--- config.mk ---
export PLATFORM = sky130hd
export DESIGN_NAME = product_display_driver_flat
export DESIGN_NICKNAME = d
export VERILOG_FILES = /design/src/rtl/product_display_driver_if.sv /design/src/rtl/product_display_driver.sv /design/src/flat_wrapper.sv
export SDC_FILE = /design/constraint.sdc
export NUM_CORES = 1
export LEC_CHECK = 0
export CAP_MARGIN = 15
export CORE_UTILIZATION = 52
export CTS_BUF_LIST = sky130_fd_sc_hd__clkbuf_8 sky130_fd_sc_hd__clkbuf_16
export CTS_CLUSTER_DIAMETER = 40
export DETAILED_ROUTE_END_ITERATION = 8
export HOLD_SLACK_MARGIN = 0.15
export PLACE_DENSITY = 0.72
export SYNTH_ARGS = -nofsm -noshare
export SYNTH_HDL_FRONTEND = slang
export SYNTH_SLANG_ARGS = --single-unit
--- constraint.sdc ---
create_clock -name clk -period 3.2 [get_ports clk]
set_clock_uncertainty 0.15 [all_clocks]
set_input_delay 0.32 -clock clk [delete_from_list [all_inputs] [get_ports clk]]
set_output_delay 0.32 -clock clk [all_outputs]
set_load 0.05 [all_outputs]
--- src/rtl/product_display_driver_if.sv ---
// Bundles the product/load/scroll controls and the decoder-facing outputs
// of the product display driver.
interface product_display_driver_if;
  logic        load;
  logic [15:0] product;
  logic        scroll_left;
  logic        scroll_right;
  logic        busy;
  logic [1:0]  toggle;
  logic [3:0]  digit;

  modport master (
    output load, product, scroll_left, scroll_right,
    input  busy, toggle, digit
  );

  modport slave (
    input  load, product, scroll_left, scroll_right,
    output busy, toggle, digit
  );
endinterface

--- src/rtl/product_display_driver.sv ---
// Signed 16-bit product to 5-digit BCD (shift-add-3) with a scrollable
// 4-character window time-multiplexed onto a 7-segment decoder.
module product_display_driver #(
  parameter int REFRESH_DIV = 100000
) (
  input logic                     clk,
  input logic                     rst_n,
  product_display_driver_if.slave bus
);

  localparam int RW = (REFRESH_DIV > 2) ? $clog2(REFRESH_DIV) : 1;
  localparam logic [RW-1:0] RC_MAX = RW'(REFRESH_DIV - 1);

  typedef enum logic {S_IDLE, S_CONV} state_t;

  state_t        r_state;
  state_t        w_state_next;
  logic          w_busy;
  logic          r_neg;
  logic          r_sign;
  logic [15:0]   r_mag;
  logic [19:0]   r_scratch;
  logic [3:0]    r_cnt;
  logic [19:0]   r_bcd;
  logic [1:0]    r_w;
  logic [RW-1:0] r_rcnt;
  logic [1:0]    r_toggle;

  logic          w_start;
  logic          w_last;
  logic [15:0]   w_product_mag;
  logic [19:0]   w_adj;
  logic [19:0]   w_scratch_shift;
  logic [4:0]    w_nz;
  logic [4:0]    w_blank;
  logic [3:0]    w_char [6];
  logic [2:0]    w_idx;
  logic [3:0]    w_digit;

  assign w_start       = (r_state == S_IDLE) && bus.load;
  assign w_last        = (r_state == S_CONV) && (r_cnt == 4'd15);
  assign w_product_mag = bus.product[15] ? (~bus.product + 16'd1) : bus.product;

  // One double-dabble step: correct each nibble, then shift the next magnitude bit in.
  generate
    for (genvar gi = 0; gi < 5; gi++) begin : g_adj
      assign w_adj[gi*4 +: 4] = (r_scratch[gi*4 +: 4] >= 4'd5) ?
                                (r_scratch[gi*4 +: 4] + 4'd3) : r_scratch[gi*4 +: 4];
    end
  endgenerate
  assign w_scratch_shift = {w_adj[18:0], r_mag[15]};

  always_ff @(posedge clk) begin
    if (!rst_n) r_state <= S_IDLE;
    else        r_state <= w_state_next;
  end

  always_comb begin
    w_state_next = r_state;
    case (r_state)
      S_IDLE:  if (bus.load) w_state_next = S_CONV;
      S_CONV:  if (w_last)   w_state_next = S_IDLE;
      default: w_state_next = S_IDLE;
    endcase
  end

  always_comb begin
    w_busy = (r_state == S_CONV);
  end
  assign bus.busy = w_busy;

  // Displayed digits and sign only change on the commit edge.
  always_ff @(posedge clk) begin
    if (!rst_n) begin
      r_neg     <= 1'b0;
      r_sign    <= 1'b0;
      r_mag     <= 16'd0;
      r_scratch <= 20'd0;
      r_cnt     <= 4'd0;
      r_bcd     <= 20'd0;
    end else if (w_start) begin
      r_neg     <= bus.product[15];
      r_mag     <= w_product_mag;
      r_scratch <= 20'd0;
      r_cnt     <= 4'd0;
    end else if (r_state == S_CONV) begin
      r_scratch <= w_scratch_shift;
      r_mag     <= {r_mag[14:0], 1'b0};
      r_cnt     <= r_cnt + 4'd1;
      if (w_last) begin
        r_bcd  <= w_scratch_shift;
        r_sign <= r_neg;
      end
    end
  end

  always_ff @(posedge clk) begin
    if (!rst_n) begin
      r_w <= 2'd0;
    end else if (bus.scroll_left && !bus.scroll_right && r_w != 2'd2) begin
      r_w <= r_w + 2'd1;
    end else if (bus.scroll_right && !bus.scroll_left && r_w != 2'd0) begin
      r_w <= r_w - 2'd1;
    end
  end

  always_ff @(posedge clk) begin
    if (!rst_n) begin
      r_rcnt   <= '0;
      r_toggle <= 2'd0;
    end else if (r_rcnt == RC_MAX) begin
      r_rcnt   <= '0;
      r_toggle <= r_toggle + 2'd1;
    end else begin
      r_rcnt   <= r_rcnt + 1'b1;
    end
  end

  // A digit is blank when it and every more-significant digit are zero; D0 always shows.
  generate
    for (genvar gi = 0; gi < 5; gi++) begin : g_chars
      assign w_nz[gi] = |r_bcd[gi*4 +: 4];
      if (gi == 4) begin : g_top
        assign w_blank[gi] = ~w_nz[gi];
      end else if (gi == 0) begin : g_units
        assign w_blank[gi] = 1'b0;
      end else begin : g_mid
        assign w_blank[gi] = w_blank[gi+1] & ~w_nz[gi];
      end
      assign w_char[gi] = w_blank[gi] ? 4'd15 : r_bcd[gi*4 +: 4];
    end
  endgenerate
  assign w_char[5] = r_sign ? 4'd10 : 4'd15;

  assign w_idx = {1'b0, r_toggle} + {1'b0, r_w};

  always_comb begin
    w_digit = 4'd15;
    case (w_idx)
      3'd0:    w_digit = w_char[0];
      3'd1:    w_digit = w_char[1];
      3'd2:    w_digit = w_char[2];
      3'd3:    w_digit = w_char[3];
      3'd4:    w_digit = w_char[4];
      3'd5:    w_digit = w_char[5];
      default: w_digit = 4'd15;
    endcase
  end

  assign bus.toggle = r_toggle;
  assign bus.digit  = w_digit;

endmodule

--- src/flat_wrapper.sv ---
// flat-port wrapper written by rule: the top's interface ports become plain ports
module product_display_driver_flat 
#(
  parameter int REFRESH_DIV = 100000
)
  (clk, rst_n, bus_load, bus_product, bus_scroll_left, bus_scroll_right, bus_busy, bus_toggle, bus_digit);
  product_display_driver_if bus_i ();
  input logic clk;
  input logic rst_n;
  input wire logic [$bits(bus_i.load)-1:0] bus_load;
  input wire logic [$bits(bus_i.product)-1:0] bus_product;
  input wire logic [$bits(bus_i.scroll_left)-1:0] bus_scroll_left;
  input wire logic [$bits(bus_i.scroll_right)-1:0] bus_scroll_right;
  output wire logic [$bits(bus_i.busy)-1:0] bus_busy;
  output wire logic [$bits(bus_i.toggle)-1:0] bus_toggle;
  output wire logic [$bits(bus_i.digit)-1:0] bus_digit;
  assign bus_i.load = bus_load;
  assign bus_i.product = bus_product;
  assign bus_i.scroll_left = bus_scroll_left;
  assign bus_i.scroll_right = bus_scroll_right;
  assign bus_busy = bus_i.busy;
  assign bus_toggle = bus_i.toggle;
  assign bus_digit = bus_i.digit;
  product_display_driver #(.REFRESH_DIV(REFRESH_DIV)) u_core (.clk(clk), .rst_n(rst_n), .bus(bus_i));
endmodule
==> summary.md <==
| Metric | Value |
|---|---|
| Status | complete, no violations |
| Area of the mapped netlist | 0.004335 mm^2 |
| Hold Crit Start | u_core.r_rcnt[0] |
| Worst min path class | reg2reg |
| Row count | 32 |
| CTS tree | yes |
| VDD IR-drop max | 0.2080 mV |
| Dpl cells | 627 |
| Dpl hpwl | 6144 um |
| Hold EP | u_core.r_rcnt[0] |
| Minimum clock period | ~3000 ps |
| Via-to-Cell Ratio | 5.621 |
| Initial antenna violation count | 0 |
| Main synth FF type | dfxtp_1 |
| Synth cell count leaders | dfxtp_1, nor2_1, nand2_1 |
| CTS sink count | 84 |
| Met3 Usage GRT | 0.03659 |
| YS warnings | 0 |
| Global-route wire length before repair | between 10000 and 15000 um |
| Critical R2R Capture | u_core.r_rcnt[7] |
| Leading cell type by number of instances after synthesis | dfxtp_1 |
| Die W | ~93 um |
| CP max FO | 8 |
| Final Wtd Congestion | between 0.8 and 0.9 |
| Die Area | 0.008707 mm^2 |
| Max-slew violations | 0 |
| Fin nets | between 500 and 600 |
| Post-CTS sizing | 0 |
| Vias after detailed routing | 3609 |
| WL/cell | 13.29 um |
| R2R Setup Slk | just under 1000 ps |
| Top cell type's share of synthesized area | 0.3879 |
| Initial core utilization | 0.5497 |
| Proportion of layout cells with a drive suffix above 1 | 0.06296 |
| CTS Hold Buffers Added | 0 |
| Fin util | 0.6163 |
| Worst-path clk slew | 80 ps |
| Clk Latency, worst-skew pair | 340 ps |
| Unrepaired setup endpoints after global routing | false |
| Cell variety after synth | 52 |
| Power per cell area | 425.8 mW/mm^2 |
| Final instance area | 0.004861 mm^2 |
| Fin cells | 642 |
| I/O pins | 28 |
| Diode count | 0 |
| Syn-to-layout area delta | 12.12% |
| # Post-CTS Setup Buffers | 0 |
| Ys async rst share | 0 |
| CTS max path bufs | 2 |
| CP Capture Type | output port |
| Final Hold Viols | 0 |
| Clock root cell | clkbuf_8 |
| CP required | 2730 ps |
| Fin Setup TNS | 0 ps |
| Crit share post-route | 0.9202 |
| Pwr Total | around 2100 uW |
| Met1 usage | 0.2769 |
| Clock H-tree levels | 3 |
| Largest net degree at the start of global routing | 33 |
| Number of I/O port buffers | 27 |
| Cell count after synthesis | 516 |
| Crit Reg-Reg Startpoint | u_core.r_rcnt[6] |
| Antenna-violating nets left | 0 |
| Post-synth EDFFs | 0 |
| Crit-path max cell delay | about 550 ps |
| Drt initial violations | 150 |
| Drt total wl | about 8500 um |
| Startpoint Class | flip-flop |
| Fmax | about 340 MHz |
| Crit Path Class | reg2out |
| Chip height | 93.31 um |
| Gr usage total | 0.2121 |
| DR pass1 iterations | 4 |
| Max_slew headroom | 0.4806 |
| Seq/Total Area, Yosys | 0.3879 |
| Cell taking the most area after synthesis | dfxtp_1 |
| Vias in the first global route | 3348 |
| Met2 Use GR | 0.3505 |
| Gr busiest metal | met2 |
| Max Cap Violations | 0 |
| Critical-path top delay cell | fa_1 |
| Top post-synthesis cells by area | dfxtp_1, mux2i_1, o21ai_0 |
| Placed inst area | 0.004669 mm^2 |
| Synthesized flop and latch total | 84 |
| Worst-Margin Slew | approximately 780 ps |
| Reg2Reg Depth | 5 |
| Worst Hold Depth | 1 |
| Syn_nets | 552 |
| Post-Syn Area per Cell | 8.402 um^2 |
| Leakage Power | 0.001879 uW |
| Placeable Area | roughly 0.008 mm^2 |
| Cts bufs inserted | 9 |
| Arr. time, crit path | 2470 ps |
| Final setup vio count | 0 |
| Remaining global-route overflow | 0 |
| CP Cell Sequence | ha_1 -> fa_1 -> or3_1 -> o21a_1 -> a21oi_1 -> nand4_1 -> buf_4 |
| Drt drc | 0 |
[through the flow]
step,hold slack (ps),setup WS [ps]
floorplan,279.6,194.8
global placement,290.9,671.5
detailed placement,308.2,637.4
CTS,328.3,249.4
global route,360.5,66.44
finish,322.4,255.3
[logic make-up (layout without fill, tap and decap cells)]
kind of cell / after synthesis / after routing / share of synthesized area
xor gates and xnor gates: 36 / 36 / 0.07273
and+or+nand+nor: 189 / 189 / 0.2141
buffers and inverters: 41 / 65 / 0.03867
DFF: 84 / 84 / 0.3879
muxes: 26 / 26 / 0.06003
AOI/OAI and AO/OA: 125 / 125 / 0.1815
adders and majority gates: 15 / 15 / 0.04502
[power by group]
group          internal [uW]  total [uW]  switching [uW]
clock network            374         742             369
registers               1070        1100            24.9
logic                    101         230             129
[sequential cells by signal, summed over array words and instances (netlist names)]
register,flops
u_core.bus.busy,1
u_core.bus.toggle,2
u_core.r_bcd,20
u_core.r_cnt,4
u_core.r_mag,16
u_core.r_neg,1
u_core.r_rcnt,17
u_core.r_scratch,20
u_core.r_sign,1
u_core.r_w,2
[layout make-up]
type / instances / area [um^2]
clock buffer: 10 / 137.6
clock inverter: 5 / 53.80
fill: 701 / 3027
inverter: 16 / 60.06
multi-input combinational: 391 / 2486
sequential: 84 / 1683
tap: 102 / 127.6
timing repair buffer: 34 / 312.8
[routing by layer]
metal | routed length, um | up-vias
li1 | - | 1858
met1 | 4232 | 1678
met2 | 3928 | 61
met3 | 267 | 12
met4 | 106 | 0
met5 | 0 | -
[critical path, delay by kind of cell (launching register included)]
family	cells	cell delay [ps]
buf+inv	1	200
compound gates	2	300
simple gates	2	510
fa+ha+maj	2	770
flops	1	350
[worst max path at each step]
stage                         startpoint      endpoint  slack (ps)  cells after the start
CTS                 u_core.bus.toggle[0]  bus_digit[3]         250                      7
detailed placement  u_core.bus.toggle[0]  bus_digit[3]         640                      7
finish              u_core.bus.toggle[0]  bus_digit[3]         260                      7
floorplan           u_core.bus.toggle[0]  bus_digit[1]         190                      6
global placement    u_core.bus.toggle[0]  bus_digit[1]         670                      7
global route        u_core.bus.toggle[0]  bus_digit[1]          70                      7
[placed cells by master (no fill, tap or decap), types with 3 or more instances in the layout]
cell             netlist  layout
xor2_1                19      19
nand3_1               15      15
o31ai_1                4       4
nor2_1                55      55
buf_4                  1      11
ha_1                  14      14
mux2i_1               26      26
clkbuf_8               0      10
inv_1                 16      17
nand2_1               54      54
nand2b_1               9       9
a21oi_1               31      31
o211a_1                5       5
o21ai_0               42      42
nand4_1               10      10
and3_1                 7       7
a21boi_0              13      13
dfxtp_1               84      83
xnor2_1               17      17
nor2b_1                8       8
nor3_1                 4       4
nor4_1                 6       6
a41oi_1                3       3
clkdlybuf4s50_1        0      23
a211oi_1               8       8
and2_1                 3       3
o21ai_1                3       3
nor3b_1                6       6
(Power assumes the default switching activity.)
